$ cat src/rtl/equals_rr_arbiter_pkg.sv
// Shared types and helpers for the equals channel arbiter.
// Imported by the picker and the arbiter top.
package equals_arb_pkg;

  typedef enum logic {
    IDLE,
    FULL
  } arb_state_t;

  localparam int EQ_DATA_W = 2;

  function automatic int unsigned next_idx(
    input int unsigned idx,
    input int unsigned n
  );
    return (idx + 1 >= n) ? 0 : idx + 1;
  endfunction

endpackage

$ cat src/rtl/equals_rr_arbiter_rr_pick.sv
// Rotating-priority encoder: first request after 'last'.
// Purely combinational.
import equals_arb_pkg::*;

module rr_pick #(
  parameter int NUM_REQ = 4,
  parameter int IDX_W   = (NUM_REQ > 1) ? $clog2(NUM_REQ) : 1
) (
  input  logic [NUM_REQ-1:0] req,
  input  logic [IDX_W-1:0]   last,
  output logic [NUM_REQ-1:0] gnt_onehot,
  output logic [IDX_W-1:0]   gnt_idx,
  output logic               any
);

  logic [IDX_W-1:0] w_idx;
  logic             w_any;

  // Walk last+1, last+2, ... and keep the first hit.
  always_comb begin
    int unsigned c;
    w_idx = '0;
    w_any = 1'b0;
    c     = 32'(last);
    for (int k = 0; k < NUM_REQ; k++) begin
      c = next_idx(c, NUM_REQ);
      if (!w_any && req[IDX_W'(c)]) begin
        w_idx = IDX_W'(c);
        w_any = 1'b1;
      end
    end
  end

  // One-hot view of the chosen index.
  always_comb begin
    gnt_onehot = '0;
    if (w_any) gnt_onehot[w_idx] = 1'b1;
  end

  assign gnt_idx = w_idx;
  assign any     = w_any;

endmodule

$ cat src/rtl/equals_rr_arbiter.sv
// Round-robin arbiter feeding equals input 'a'.
// Single-entry output stage with backpressure.
import equals_arb_pkg::*;

module equals_rr_arbiter #(
  parameter int NUM_REQ = 4,
  parameter int DATA_W  = EQ_DATA_W,
  parameter int CNT_W   = 16,
  parameter int SRC_W   = (NUM_REQ > 1) ? $clog2(NUM_REQ) : 1
) (
  input  logic                      clk,
  input  logic                      rst_n,
  input  logic [NUM_REQ-1:0]        req_valid,
  input  logic [NUM_REQ*DATA_W-1:0] req_data,
  output logic [NUM_REQ-1:0]        req_ready,
  output logic                      out_valid,
  output logic [DATA_W-1:0]         out_data,
  output logic [SRC_W-1:0]          out_src,
  input  logic                      out_ready,
  output logic [CNT_W-1:0]          xfer_cnt
);

  arb_state_t       r_state;
  logic [DATA_W-1:0] r_data;
  logic [SRC_W-1:0] r_src;
  logic [SRC_W-1:0] r_last;
  logic [CNT_W-1:0] r_cnt;

  logic               w_can_load;
  logic               w_any;
  logic               w_accept;
  logic [NUM_REQ-1:0] w_onehot;
  logic [SRC_W-1:0]   w_idx;
  logic [DATA_W-1:0]  w_data;

  rr_pick #(
    .NUM_REQ (NUM_REQ),
    .IDX_W   (SRC_W)
  ) u_pick (
    .req        (req_valid),
    .last       (r_last),
    .gnt_onehot (w_onehot),
    .gnt_idx    (w_idx),
    .any        (w_any)
  );

  assign w_can_load = (r_state == IDLE) | out_ready;
  assign w_accept   = w_can_load & w_any & rst_n;
  assign w_data     = req_data[w_idx*DATA_W +: DATA_W];

  // Grant is held off during reset so nothing is accepted then.
  always_comb begin
    req_ready = '0;
    if (w_accept) req_ready = w_onehot;
  end

  // Output stage, pointer, counter and FSM.
  always_ff @(posedge clk or negedge rst_n) begin
    if (!rst_n) begin
      r_state <= IDLE;
      r_data  <= '0;
      r_src   <= '0;
      r_last  <= SRC_W'(NUM_REQ - 1);
      r_cnt   <= '0;
    end else begin
      if (w_accept) begin
        r_data <= w_data;
        r_src  <= w_idx;
        r_last <= w_idx;
        r_cnt  <= r_cnt + CNT_W'(1);
      end
      unique case (r_state)
        IDLE: if (w_accept) r_state <= FULL;
        FULL: if (out_ready && !w_accept) r_state <= IDLE;
        default: r_state <= IDLE;
      endcase
    end
  end

  assign out_valid = (r_state == FULL);
  assign out_data  = r_data;
  assign out_src   = r_src;
  assign xfer_cnt  = r_cnt;

endmodule

$ cat config.mk
export PLATFORM = sky130hd
export DESIGN_NAME = equals_rr_arbiter
export DESIGN_NICKNAME = d
export VERILOG_FILES = /design/src/rtl/equals_rr_arbiter_pkg.sv /design/src/rtl/equals_rr_arbiter_rr_pick.sv /design/src/rtl/equals_rr_arbiter.sv
export SDC_FILE = /design/constraint.sdc
export NUM_CORES = 1
export LEC_CHECK = 0
export BUFFER_PORTS_ARGS = -buffer_cell sky130_fd_sc_hd__buf_4
export CAP_MARGIN = 20
export CORE_MARGIN = 2
export CORE_UTILIZATION = 57
export DETAILED_ROUTE_END_ITERATION = 8
export PLACE_DENSITY = 0.91
export SYNTH_ARGS = -nofsm -noshare
export SYNTH_HDL_FRONTEND = slang
export SYNTH_SLANG_ARGS = --single-unit
$ cat constraint.sdc
create_clock -name clk -period 5.8 [get_ports clk]
set_clock_uncertainty 0.1 [all_clocks]
set_input_delay 1.16 -clock clk [delete_from_list [all_inputs] [get_ports clk]]
set_output_delay 1.16 -clock clk [all_outputs]
set_load 0.01 [all_outputs]
==> metrics.yaml, run 1 <==
synth_cell_types: 45
crit_arrival_ps: 3450
floorplan.die_area_mm2: 0.003240
io_pins: 40
synth_ff_type: "dfrtp_1"
first_global_vias: 1351
avgRoutedWirePerCell_um: 16.10
ctsResizeCount: 0
syn-cell-area_mm2: 0.001597
die_y_um: 56.93
fmax_mhz: 212.3
synth_edf_count: 0
grt_pass1_wl_um: 5899
root_buffer: "clkbuf_4"
synth-seq-area-share_pct: 36.21
maxCapViolations: 0
drc: 0
syn_to_final_growth_pct: 19.91
num_vias: 1351
status: "complete, no violations"
p_per_area_mw_per_mm2: 520.0
clk_pin_slew_ps: 130
cp_max_fo: 18
leakage_nw: 0.8604
worstSetupEndpointType: "output port"
relSlewSlack_pct: 39.36
cts-buffers-inserted: 3
track_usage_pct: 23.41
numPortBuffers: 39
period_share_pct: 81.23
syn_inst: 147
grt_max_degree: 25
ys_warn_count: 0
worstPathRequired_ps: 4540
cts-htree-levels: 1
rsz0062_at_grt: "no"
place_congestion: 0.8393
netlist_top_cells_count: "dfrtp_1, xor2_1, inv_1"
final_nets: 207
hold_violations: 0
first_pass_iters: 4
rows: 19
dp_slack_ps: 1474
ant_nets: 0
tightest_slew_ps: 907.9
total_power_mw: 0.9955
antenna_found_initial: 0
cts-root-to-sink-buffers: 2
gr-total-overflow: 0
cts_tree: "built"
synth_area_leaders: "dfrtp_1, xor2_1, mux2_2"
drt_iter0_drc: 31
cp-start-kind: "flip-flop"
fin_ws_ps: 1089
yosysTopAreaCell: "dfrtp_1"
finalWirelength_um: 3477
cts.sinks: 23
synth.top_cell.area_share_pct: 32.92
synth.avg_cell_area_um2: 10.86
coreArea_mm2: 0.002710
synth.most_common_cell: "dfrtp_1"
hold_path.class: "flip-flop to flip-flop"
async_flop_share_pct: 100.0
report.final.slew_viol_count: 0
post_cts_buffers: 0
min_period_ps: 4711
ir_drop_mv: 0.3795
crit_type: "flip-flop to output port"
clk_latency_ps: 310
ys_ff_latch: 23
dp_hpwl_um: 2574
tns_ps: 0
drive_gt1_share_pct: 35.14
syn_nets: 168
die_w_um: 56.93
initial_core_util_pct: 58.91
hold_buffers: 0
antenna-diode-count: 0
viasPerCell: 6.255
setup_viol: 0
==> sequential cells by signal, indices dropped and copies added (netlist names) <==
signal and count:
xfer_cnt 16, out_data 2, out_src 2, r_last 2
out_valid 1
==> cell families after synthesis <==
| logic type | after synthesis | synth area share [%] |
|---|---|---|
| xor+xnor | 15 | 8.229 |
| flops | 23 | 36.21 |
| fa+ha+maj | 6 | 4.702 |
| compound gates | 21 | 9.796 |
| buf+inv | 13 | 4.467 |
| simple gates | 53 | 22.89 |
| mux | 16 | 13.71 |
==> worst max-delay path: stages (launching register included) <==
cell      delay, ps
dfstp_2         620
inv_1           110
ha_1            580
mux2_2          410
mux2i_1         190
and2_1          160
a21boi_4        530
nor2_4          170
and3_1          230
buf_4           140
==> through the flow <==
stage | hold slack [ps] | util, % | cells | cell area (um^2)
floorplan | 403.9 | - | 147 | 1597
global placement | 358.7 | 69.62 | 212 | 1887
detailed placement | 370.5 | 69.62 | 212 | 1887
CTS | 391.6 | 70.64 | 216 | 1914
global route | 406.1 | 70.64 | 216 | 1914
finish | 386.1 | 70.64 | 216 | 1914
==> worst paths after layout <==
check / startpoint / depth (start not counted) / slack, ps / endpoint
worst min register to register: xfer_cnt[15] / 1 / 390 / xfer_cnt[15]
worst max register to register: r_last[0] / 8 / 1970 / out_data[1]
max in group asynchronous: rst_n / 1 / 4700 / r_last[1]
worst min-delay path: xfer_cnt[15] / 1 / 390 / xfer_cnt[15]
min in group asynchronous: rst_n / 1 / 610 / xfer_cnt[6]
worst max-delay path: r_last[0] / 9 / 1090 / req_ready[2]
==> layer usage <==
layer | vias up | share of wire [%] | GRT usage [%]
met5 | - | 0 | 0
met4 | 0 | 2.4 | 12.62
met3 | 8 | 6.0 | 2.765
met2 | 55 | 48 | 36.29
met1 | 657 | 44 | 32.10
li1 | 631 | - | -
==> layout by cell type, fill, tap and decap left out, types with 2 or more instances in the layout <==
master and n:
nand2_1 7, nor4_2 4, and2_1 3, dfrtp_1 21, nor3_1 5, dfstp_2 2, xor2_1 14, nand4_1 4
o21ai_0 7, mux4_1 2, ha_1 6, o21bai_1 2, buf_4 39, and3_1 2, mux2_2 7, nor4_1 6
mux2i_1 5, inv_1 8, nand3_1 5, a21oi_1 4, nor2_1 2, and4_1 2, nor4b_1 4, clkbuf_4 3
==> power breakdown <==
group | switching (mW) | leakage (nW) | internal, mW
combinational | 0.332 | 0.571 | 0.306
clock | 0.0494 | 0.0177 | 0.0258
sequential | 0.0605 | 0.272 | 0.222
total | 0.442 | 0.860 | 0.554
==> area by class of cell <==
type                            instances  area [um^2]
Inverter                                8        30.03
Timing Repair Buffer                   39        292.8
Sequential cell                        23        578.1
Multi-Input combinational cell        111        947.2
Fill cell                             206        795.8
Clock buffer                            3        22.52
Clock inverter                          1        5.005
Tap cell                               31        38.79
No activity file was read; power rests on OpenSTA's default activity.
==> run 2: changes to the inputs <==
Settings changed: CORE_UTILIZATION 57 to 53, PLACE_DENSITY 0.91 to 0.86.
Clock period 5.8 ns to 4.75 ns, I/O delays scaled along.
==> run 2 against run 1 <==
Against the previous run: the run now ends with design-rule violations left; final area grew 0.78%; routed wire length down 3.7%; worst setup slack lost 690 ps; clock power rose by 26%; critical path depth down 1; power rose by 24%; sequential share of layout area fell by 0.23 points; via count fell by 0.96%; clock-buffer cell count unchanged; critical endpoint unchanged; highest routed layer unchanged.
==> metrics.yaml, run 2 (same netlist as run 1, synthesis figures left out) <==
cts.sinks: 23  # unchanged
place_area_mm2: 0.001902  # +0.80%
ant_nets: 0  # unchanged
floorplan.die_area_mm2: 0.003467  # +7.0%
mostFrequentLayoutCells: "buf_4, dfrtp_1, xor2_1, inv_1"
drt_iter0_drc: 64  # +110%
fin_util_pct: 68.78  # -1.9 points
io_pins: 40  # unchanged
slowest_stage: "dfstp_2"
fmax_mhz: 230.0
numPortBuffers: 39  # unchanged
worstPathRequired_ps: 3700  # -840 ps
cts-buffers-inserted: 3  # unchanged
worstPathCellList: "inv_1, ha_1, or4b_2, a21oi_1, o211ai_1, a41oi_1, and3_1, buf_4"
status: "finished, violations left"
multi_input_area_um2: 947.2  # unchanged
finalWirelength_um: 3348  # -3.7%
ir_drop_mv: 0.3817  # +0.59%
crit_type: "flip-flop to output port"
min_from: "xfer_cnt[15]"
grt_pass1_wl_um: 5720  # -3.0%
syn_to_final_growth_pct: 20.85
layout.area.seq_um2: 578.1  # unchanged
reg2reg_depth: 8  # unchanged
final_nets: 209  # +0.97%
n_fill_cell: 207  # +0.49%
root_buffer: "clkbuf_4"
gr-total-overflow: 0  # unchanged
post_cts_buffers: 0  # unchanged
avgRoutedWirePerCell_um: 15.36  # -4.6%
hold_buffers: 0  # unchanged
rows: 19  # unchanged
grt_max_degree: 25  # unchanged
ctsResizeCount: 0  # unchanged
leakage_nw: 0.8705  # +1.2%
hold_depth: 1  # unchanged
report.final.slew_viol_count: 0  # unchanged
cts_tree: "built"
hold_path.class: "flip-flop to flip-flop"
cp_max_fo: 15  # -3
violations: "design-rule violations"
timing.rr.start: "r_last[0]"
final_common_cell: "buf_4"
antenna_found_initial: 0  # unchanged
die_y_um: 58.89  # +3.4%
cts-htree-levels: 1  # unchanged
maxCapViolations: 0  # unchanged
rsz0062_at_grt: "no"
num_vias: 1338  # -0.96%
met2_usage_pct: 34.29  # -2.0 points
tns_ps: 0  # unchanged
viasPerCell: 6.138  # -1.9%
coreArea_mm2: 0.002805  # +3.5%
period_share_pct: 91.54
grt_use_met3_pct: 5.055  # +2.3 points
r2r-end: "out_data[1]"
worstSetupEndpointType: "output port"
min_period_ps: 4348
tightest_slew_ps: 760.1  # -147.8 ps
antenna-diode-count: 0  # unchanged
relSlewSlack_pct: 49.20  # +9.8 points
largest_register_ffs: 16  # unchanged
dp_slack_ps: 790.7  # -683.2 ps
first_global_vias: 1297  # -4.0%
track_usage_pct: 21.46  # -2.0 points
fin_area_mm2: 0.001929  # +0.78%
whs_endpoint: "xfer_cnt[15]"
slowest_delay_ps: 620  # about the same
p_per_area_mw_per_mm2: 639.8  # +23%
drc: 2  # +2
grt_use_met1_pct: 28.75  # -3.3 points
cp-start-kind: "flip-flop"
rrSetupSlack_ps: 1290  # -680 ps
first_pass_iters: 6  # +2
clk_latency_ps: 320  # about the same
initial_core_util_pct: 56.91  # -2.0 points
hold_violations: 0  # unchanged
dp_hpwl_um: 2481  # -3.6%
place_congestion: 0.9060  # +7.9%
crit_arrival_ps: 3300  # -150 ps
die_w_um: 58.89  # +3.4%
fin_ws_ps: 401.7  # -687.1 ps
setup_viol: 0  # unchanged
hold_ws_ps: 372.5  # -13.61 ps
cts-root-to-sink-buffers: 2  # unchanged
drive_gt1_share_pct: 35.83  # +0.69 points
clk_pin_slew_ps: 130  # about the same
busiest_layer: "met2"
run 2: area by class of cell:
class,instances,area share (%)
Clock buffer,3,1.167
Clock inverter,1,0.2594
Inverter,8,1.556
Multi-Input combinational cell,111,49.09
Sequential cell,23,29.96
Tap cell,31,2.010
Timing Repair Buffer,41,15.95
run 2: worst max-delay path by stage:
stage	startpoint	endpoint	slack (ps)
2_1_floorplan	r_last[0]	req_ready[3]	1140
3_3_place_gp	r_last[0]	req_ready[3]	870
3_5_place_dp	r_last[0]	req_ready[2]	790
4_1_cts	r_last[0]	req_ready[2]	390
5_1_grt	r_last[0]	req_ready[2]	180
6_report	r_last[0]	req_ready[2]	400
run 2: routing by layer:
layer  wire length (um)  vias to the layer above
li1                   -                      631
met1               1478                      645
met2               1607                       55
met3                209                        7
met4                 53                        0
met5                  0                        -
run 2: worst max-delay path, delay by kind of cell (launching register included):
kind                       cells  cell delay, ps
AOI/OAI and AO/OA              3             700
adders and majority gates      1             570
buffers and inverters          2             230
and+or+nand+nor                2             850
DFF                            1             620
run 2: per-stage QoR:
| step | instances | power [mW] |
|---|---|---|
| finish | 218 | 1.234 |
| global route | 218 | 1.327 |
| CTS | 218 | 1.237 |
| detailed placement | 214 | 1.137 |
| global placement | 214 | 1.107 |
| floorplan | 147 | 0.9169 |
run 2: power breakdown:
| part | leakage, nW | internal, mW | switching (mW) |
|---|---|---|---|
| combinational | 0.581 | 0.389 | 0.411 |
| clock | 0.0177 | 0.0316 | 0.0628 |
| sequential | 0.272 | 0.271 | 0.0693 |
